<file path="config.mk">
export PLATFORM = sky130hd
export DESIGN_NAME = iddmm_ctrl
export DESIGN_NICKNAME = d
export VERILOG_FILES = /design/src/rtl/iddmm_pkg.sv /design/src/rtl/iddmm_res_skid.sv /design/src/rtl/iddmm_ctrl.sv
export SDC_FILE = /design/constraint.sdc
export NUM_CORES = 1
export LEC_CHECK = 0
export ABC_AREA = 1
export BUFFER_PORTS_ARGS = -buffer_cell sky130_fd_sc_hd__buf_2
export CAP_MARGIN = 40
export CORE_AREA = 10 10 300 302
export DETAILED_ROUTE_END_ITERATION = 12
export DIE_AREA = 0 0 310 312
export PLACE_DENSITY = 0.38
export RECOVER_POWER = 100
export SLEW_MARGIN = 20
export SYNTH_ARGS = -nofsm -noshare
export SYNTH_HDL_FRONTEND = slang
export SYNTH_SLANG_ARGS = --single-unit
</file>
<file path="constraint.sdc">
create_clock -name clk -period 2.5 [get_ports clk]
set_clock_uncertainty 0.15 [all_clocks]
set_input_delay 0.375 -clock clk [delete_from_list [all_inputs] [get_ports clk]]
set_output_delay 0.375 -clock clk [all_outputs]
set_load 0.05 [all_outputs]
</file>
<file path="src/rtl/iddmm_pkg.sv">
// Shared types and helpers for the iddmm_cal sequencer.
package iddmm_pkg;

    localparam int IDDMM_N = 16;
    // j_cnt rest value: 0 would force the q-mux, N would update the carry.
    localparam int PARK = IDDMM_N + 1;

    typedef enum logic [2:0] {
        S_IDLE,
        S_RUN,
        S_GAP,
        S_WAIT_DONE,
        S_DRAIN
    } iddmm_ctrl_state_t;

    function automatic int park_value(input int n);
        return n + 1;
    endfunction

    function automatic int total_issue_cycles(input int n, input int iter_gap);
        return n * (n + 1) + (n - 1) * iter_gap;
    endfunction

endpackage

</file>
<file path="src/rtl/iddmm_res_skid.sv">
// One-entry result register that pops the result FIFOs only into a slot known to be free.
module iddmm_res_skid #(
    parameter int K = 256,
    parameter int N = 16
) (
    input  logic         clk,
    input  logic         rst_n,
    input  logic         active,
    input  logic [K-1:0] in_data,
    input  logic         res_ready,
    output logic         pop,
    output logic         res_valid,
    output logic [K-1:0] res_data,
    output logic         res_last
);

    localparam int CNT_W = $clog2(N + 1);

    logic [CNT_W-1:0] pop_cnt;
    logic [CNT_W-1:0] cap_cnt;
    logic             take;
    logic             leave;
    logic             valid_n;
    logic             issue;

    // A registered pop captures the FIFO head at the end of its own cycle.
    assign take  = pop;
    assign leave = res_valid && res_ready;

    always_comb begin
        valid_n = res_valid;
        if (take) begin
            valid_n = 1'b1;
        end else if (leave) begin
            valid_n = 1'b0;
        end
        issue = !valid_n && (pop_cnt != CNT_W'(N));
    end

    always_ff @(posedge clk or negedge rst_n) begin
        if (!rst_n) begin
            pop       <= 1'b0;
            res_valid <= 1'b0;
            res_data  <= '0;
            res_last  <= 1'b0;
            pop_cnt   <= '0;
            cap_cnt   <= '0;
        end else if (!active) begin
            pop       <= 1'b0;
            res_valid <= 1'b0;
            res_last  <= 1'b0;
            pop_cnt   <= '0;
            cap_cnt   <= '0;
        end else begin
            res_valid <= valid_n;
            pop       <= issue;
            if (issue) begin
                pop_cnt <= pop_cnt + CNT_W'(1);
            end
            if (take) begin
                res_data <= in_data;
                res_last <= (cap_cnt == CNT_W'(N - 1));
                cap_cnt  <= cap_cnt + CNT_W'(1);
            end else if (leave) begin
                res_last <= 1'b0;
            end
        end
    end

endmodule

</file>
<file path="src/rtl/iddmm_ctrl.sv">
// Job sequencer for the iddmm_cal datapath: i/j loop issue, completion wait, result drain.
module iddmm_ctrl
    import iddmm_pkg::*;
#(
    parameter int K            = 256,
    parameter int N            = 16,
    parameter int ADDR_W       = $clog2(N),
    parameter int ITER_GAP     = 8,
    parameter int DONE_TIMEOUT = 64
) (
    input  logic              clk,
    input  logic              rst_n,
    input  logic              start_valid,
    output logic              start_ready,
    output logic              rd_en,
    output logic [ADDR_W-1:0] rd_i_addr,
    output logic [ADDR_W:0]   rd_j_addr,
    output logic [ADDR_W-1:0] i_cnt,
    output logic [ADDR_W:0]   j_cnt,
    output logic              loop_en,
    input  logic              cal_done,
    input  logic              cal_sign,
    output logic              fifo_rd_en_a,
    input  logic [K-1:0]      fifo_rd_data_a,
    output logic              fifo_rd_en_sub,
    input  logic [K-1:0]      fifo_rd_data_sub,
    output logic              res_valid,
    output logic [K-1:0]      res_data,
    output logic              res_last,
    input  logic              res_ready,
    output logic              busy,
    output logic              err_timeout,
    output iddmm_ctrl_state_t dbg_state
);

    // Handshakes: a transfer happens on a rising edge where valid && ready are
    // both high; a valid source holds its data unchanged until that edge.

    localparam int GAP_W = $clog2(ITER_GAP + 2);
    localparam int TMR_W = $clog2(DONE_TIMEOUT + 1);
    localparam logic [ADDR_W:0]   J_PARK = (ADDR_W + 1)'(park_value(N));
    localparam logic [ADDR_W:0]   J_LAST = (ADDR_W + 1)'(N);
    localparam logic [ADDR_W-1:0] I_LAST = ADDR_W'(N - 1);

    iddmm_ctrl_state_t state_q, state_d;
    logic [GAP_W-1:0]  gap_q, gap_d;
    logic [TMR_W-1:0]  timer_q, timer_d;
    logic              sel_a_q, sel_a_d;
    logic              rd_en_d;
    logic [ADDR_W-1:0] rd_i_d;
    logic [ADDR_W:0]   rd_j_d;
    logic              err_d;
    logic              skid_pop;
    logic [K-1:0]      skid_in;

    assign dbg_state = state_q;

    always_comb begin
        state_d = state_q;
        gap_d   = gap_q;
        timer_d = '0;
        sel_a_d = sel_a_q;
        rd_en_d = 1'b0;
        rd_i_d  = rd_i_addr;
        rd_j_d  = '0;
        err_d   = err_timeout;
        case (state_q)
            S_IDLE: begin
                if (start_valid && start_ready) begin
                    state_d = S_RUN;
                    rd_en_d = 1'b1;
                    rd_i_d  = '0;
                    err_d   = 1'b0;
                end
            end
            S_RUN: begin
                if (rd_j_addr == J_LAST) begin
                    if (rd_i_addr == I_LAST) begin
                        state_d = S_WAIT_DONE;
                    end else if (ITER_GAP == 0) begin
                        rd_en_d = 1'b1;
                        rd_i_d  = rd_i_addr + ADDR_W'(1);
                    end else begin
                        state_d = S_GAP;
                        gap_d   = GAP_W'(ITER_GAP);
                    end
                end else begin
                    rd_en_d = 1'b1;
                    rd_j_d  = rd_j_addr + (ADDR_W + 1)'(1);
                end
            end
            S_GAP: begin
                if (gap_q <= GAP_W'(1)) begin
                    state_d = S_RUN;
                    rd_en_d = 1'b1;
                    rd_i_d  = rd_i_addr + ADDR_W'(1);
                end else begin
                    gap_d = gap_q - GAP_W'(1);
                end
            end
            S_WAIT_DONE: begin
                // Completion takes priority over a timeout in the same cycle.
                if (cal_done) begin
                    state_d = S_DRAIN;
                    sel_a_d = cal_sign;
                end else if (timer_q == TMR_W'(DONE_TIMEOUT - 1)) begin
                    state_d = S_IDLE;
                    err_d   = 1'b1;
                end else begin
                    timer_d = timer_q + TMR_W'(1);
                end
            end
            S_DRAIN: begin
                if (res_valid && res_ready && res_last) begin
                    state_d = S_IDLE;
                end
            end
            default: state_d = S_IDLE;
        endcase
    end

    always_ff @(posedge clk or negedge rst_n) begin
        if (!rst_n) begin
            state_q     <= S_IDLE;
            gap_q       <= '0;
            timer_q     <= '0;
            sel_a_q     <= 1'b0;
            rd_en       <= 1'b0;
            rd_i_addr   <= '0;
            rd_j_addr   <= '0;
            i_cnt       <= '0;
            j_cnt       <= J_PARK;
            loop_en     <= 1'b0;
            start_ready <= 1'b1;
            busy        <= 1'b0;
            err_timeout <= 1'b0;
        end else begin
            state_q     <= state_d;
            gap_q       <= gap_d;
            timer_q     <= timer_d;
            sel_a_q     <= sel_a_d;
            rd_en       <= rd_en_d;
            rd_i_addr   <= rd_i_d;
            rd_j_addr   <= rd_j_d;
            // Datapath counters trail the read addresses by one cycle.
            i_cnt       <= rd_i_addr;
            j_cnt       <= rd_en ? rd_j_addr : J_PARK;
            loop_en     <= rd_en;
            start_ready <= (state_d == S_IDLE);
            busy        <= (state_d != S_IDLE);
            err_timeout <= err_d;
        end
    end

    assign skid_in = sel_a_q ? fifo_rd_data_a : fifo_rd_data_sub;

    iddmm_res_skid #(
        .K (K),
        .N (N)
    ) u_res_skid (
        .clk       (clk),
        .rst_n     (rst_n),
        .active    (state_q == S_DRAIN),
        .in_data   (skid_in),
        .res_ready (res_ready),
        .pop       (skid_pop),
        .res_valid (res_valid),
        .res_data  (res_data),
        .res_last  (res_last)
    );

    // Both FIFOs advance together so the unselected one is flushed in step.
    assign fifo_rd_en_a   = skid_pop;
    assign fifo_rd_en_sub = skid_pop;

endmodule

</file>
==> flow_summary.json <==
{
  "status": "finished, final reports clean",
  "grt_pass1_vias": 18030,
  "cp_slowest_cell": "dlygate4sd3_1",
  "gr-total-overflow": 0,
  "p_leak_nw": 11.76,
  "path_delay_family": "buffers and inverters",
  "initial_utilization_pct": 17.35,
  "drtIter0Drc": 1052,
  "ant_nets": 0,
  "ys_ff_latch": 307,
  "clock-sinks": 307,
  "fin_ws_ns": 0.1744,
  "ios": 804,
  "async_flop_share_pct": 100.0,
  "num_rows": 107,
  "setup_tns_ns": 0,
  "maxCapViolCount": 0,
  "critical_path_buf_inv_count": 3,
  "fin_crit_ns": 2.326,
  "wire_per_inst_um": 18.23,
  "post-synth-top-area-cell": "dfrtp_1",
  "p_per_area_mw_per_mm2": 998.4,
  "finalHoldViolations": 0,
  "path_max_fanout": 68,
  "rsz0062_at_grt": "no",
  "synth_edf_count": 0,
  "regArea_mm2": 0.007690,
  "end_kind": "flop",
  "synthCells": 1678,
  "post-place-cells": 3506,
  "wl_um": 73600,
  "finalPower_mw": 25.16,
  "synth_flop_cell": "dfrtp_1",
  "netlist_area_mm2": 0.01463,
  "synth_top_area_share_pct": 51.98,
  "finalMaxSlewViolations": 0,
  "dp_slack_ns": 0.3224,
  "clock_latency_ns": 0.54,
  "track_usage_pct": 14.49,
  "drc": 0,
  "die_x_um": 310,
  "yosys.area_share.simple_pct": 24.13,
  "yosysMostFrequentCell": "nor2_1",
  "dr.pass1.iters": 5,
  "worst_pin_slew_ns": 1.252,
  "setup_viol": 0,
  "max-slew-margin-rel_pct": 16.54,
  "yosysWarnings": 0,
  "viasPerCell": 4.121,
  "multi_input_area_mm2": 0.006067,
  "hpwl_um": 54700,
  "vias": 16640,
  "hold-worst-slack_ns": 0.01622,
  "synth_mux_area_share_pct": 0,
  "synthesis.nets": 2206,
  "synth_seq_area_share_pct": 52.52,
  "cp_slowest_stage_delay_ns": 0.57,
  "n_fill_cell": 9050,
  "critPathArrivalTime_ns": 2.66,
  "die_area_mm2": 0.09672,
  "fmax_mhz": 430.0,
  "criticalPathCategory": "flop to flop",
  "port-buffer-count": 803,
  "final_area_mm2": 0.02520,
  "syn_to_final_growth_pct": 72.19,
  "placed_area_mm2": 0.02003,
  "timing.final.crit_share_pct": 93.02,
  "grt_pass1_wl_um": 110400,
  "avgSynthCellArea_um2": 8.721,
  "clk_path_buf_depth": 3,
  "synth_area_leaders": "dfrtp_1 (52%), nor2_1 (14%), o31ai_1 (8.5%), nand2_1 (8.4%), o31ai_2 (7.9%)",
  "vdd_drop_max_v": 0.0004126,
  "antenna_found_initial": 8,
  "clockRootBuffer": "clkbuf_16",
  "synth_top_family_by_area": "simple AND/OR/NAND/NOR gates",
  "cts.clk_slew.worst_paths_ns": 0.06,
  "start_kind": "flop",
  "htree_num_levels": 2,
  "cts_made_buffers": 40,
  "final_core_util_pct": 29.88,
  "globalplace.congestion": 0.9150,
  "fin_nets": 3446,
  "die_h_um": 312,
  "grt_max_degree": 109,
  "synth_compound_area_share_pct": 17.08,
  "synth_fa_ha_area_share_pct": 0.8550,
  "drive_above_1_share_pct": 23.01,
  "crit_chain": "buf_12 -> buf_16 -> nor2_1 -> o31ai_2 -> dlygate4sd3_1",
  "stdcell_count": 4037,
  "ys_types": 29,
  "core-area_mm2": 0.08434,
  "cts_tree": "yes",
  "worstPathRequired_ns": 2.83,
  "hold_class": "primary input to flop",
  "synth_common_cells": "nor2_1 (554), nand2_1 (326), dfrtp_1 (304), o31ai_1 (165), o31ai_2 (92)",
  "synthXorXnorAreaFrac_pct": 0.3591
}
==> layout make-up <==
cell class	count	share of cell area (%)
Antenna cell	5	0.04965
Clock buffer	61	4.529
Clock inverter	5	0.2979
Inverter	41	0.6703
Multi-Input combinational cell	1216	24.08
Sequential cell	307	30.52
Tap cell	1090	5.412
Timing Repair Buffer	1312	34.45
==> power breakdown <==
part | switching, mW | internal, mW
sequential | 1.17 | 6.66
clock | 2.24 | 3.32
combinational | 9.05 | 2.72
==> worst paths after layout <==
| kind | start | end | slack [ns] | depth (start not counted) |
|---|---|---|---|---|
| min | fifo_rd_data_a[163] | u_res_skid.res_data[163] | 0.02 | 3 |
| max reg2reg | sel_a_q | u_res_skid.res_data[97] | 0.17 | 5 |
| max | sel_a_q | u_res_skid.res_data[97] | 0.17 | 5 |
| min in group asynchronous | rst_n | u_res_skid.res_data[151] | 0.22 | 2 |
| min reg2reg | rd_i_addr[3] | i_cnt[3] | 0.27 | 0 |
| max in group asynchronous | rst_n | rd_j_addr[2] | 0.43 | 3 |
==> tightest hold or removal path, cell delays in order <==
cell	delay, ns
buf_2	0.11
nor2_1	0.10
o31ai_1	0.07
==> logic make-up (layout without fill, tap and decap cells) <==
| kind of cell | Yosys count | in the layout |
|---|---|---|
| AOI/OAI and AO/OA | 278 | 278 |
| adders and majority gates | 10 | 10 |
| other | 0 | 5 |
| buffers and inverters | 156 | 1419 |
| DFF | 307 | 307 |
| xor gates and xnor gates | 6 | 6 |
| and+or+nand+nor | 921 | 922 |
==> flip-flops by register name, summed over array words and instances, names as in the netlist, 3 cells and up <==
name / count
u_res_skid.res_data: 256
timer_q: 7
j_cnt: 5
rd_j_addr: 5
u_res_skid.cap_cnt: 5
u_res_skid.pop_cnt: 5
gap_q: 4
i_cnt: 4
rd_i_addr: 4
dbg_state: 3
==> metal layers <==
layer | up-vias | wire length [µm] | share of wire, % | track usage, %
met1 | 7824 | 28540 | 39 | 16.41
met3 | 149 | 5674 | 7.7 | 4.158
met2 | 615 | 36510 | 50 | 25.37
met4 | 4 | 2867 | 3.9 | 5.509
met5 | - | 16 | 0.022 | 0
li1 | 8044 | - | - | -
==> layout by cell type, fill, tap and decap left out, types with 2 or more instances in the layout <==
master | synthesis | layout
nor2_1 | 554 | 554
buf_2 | 43 | 516
dlygate4sd3_1 | 0 | 459
nand2_1 | 326 | 326
clkbuf_1 | 52 | 312
dfrtp_1 | 304 | 303
o31ai_1 | 165 | 200
o31ai_2 | 92 | 57
clkbuf_16 | 0 | 41
inv_1 | 39 | 39
nand3_1 | 26 | 26
buf_4 | 2 | 15
o21ai_0 | 13 | 13
clkbuf_2 | 0 | 12
ha_1 | 10 | 10
nor3_1 | 6 | 6
a21oi_1 | 6 | 6
buf_12 | 0 | 6
diode_2 | 0 | 5
clkbuf_8 | 0 | 4
nand4_1 | 3 | 3
xnor2_1 | 3 | 3
xor2_1 | 3 | 3
clkinv_2 | 0 | 3
dfstp_2 | 3 | 3
buf_6 | 12 | 3
clkbuf_4 | 0 | 3
nand2_8 | 0 | 2
or2_2 | 2 | 2
bufinv_16 | 0 | 2
==> timing repair <==
action / in CTS / in global routing
setup buffers: 0 / 0
resized for setup: 0 / 3
endpoints found under the hold margin: 295 / 0
hold buffers: 459 / 0
endpoints found under the setup margin: 0 / 13
Power figures use the tool's default switching activity.
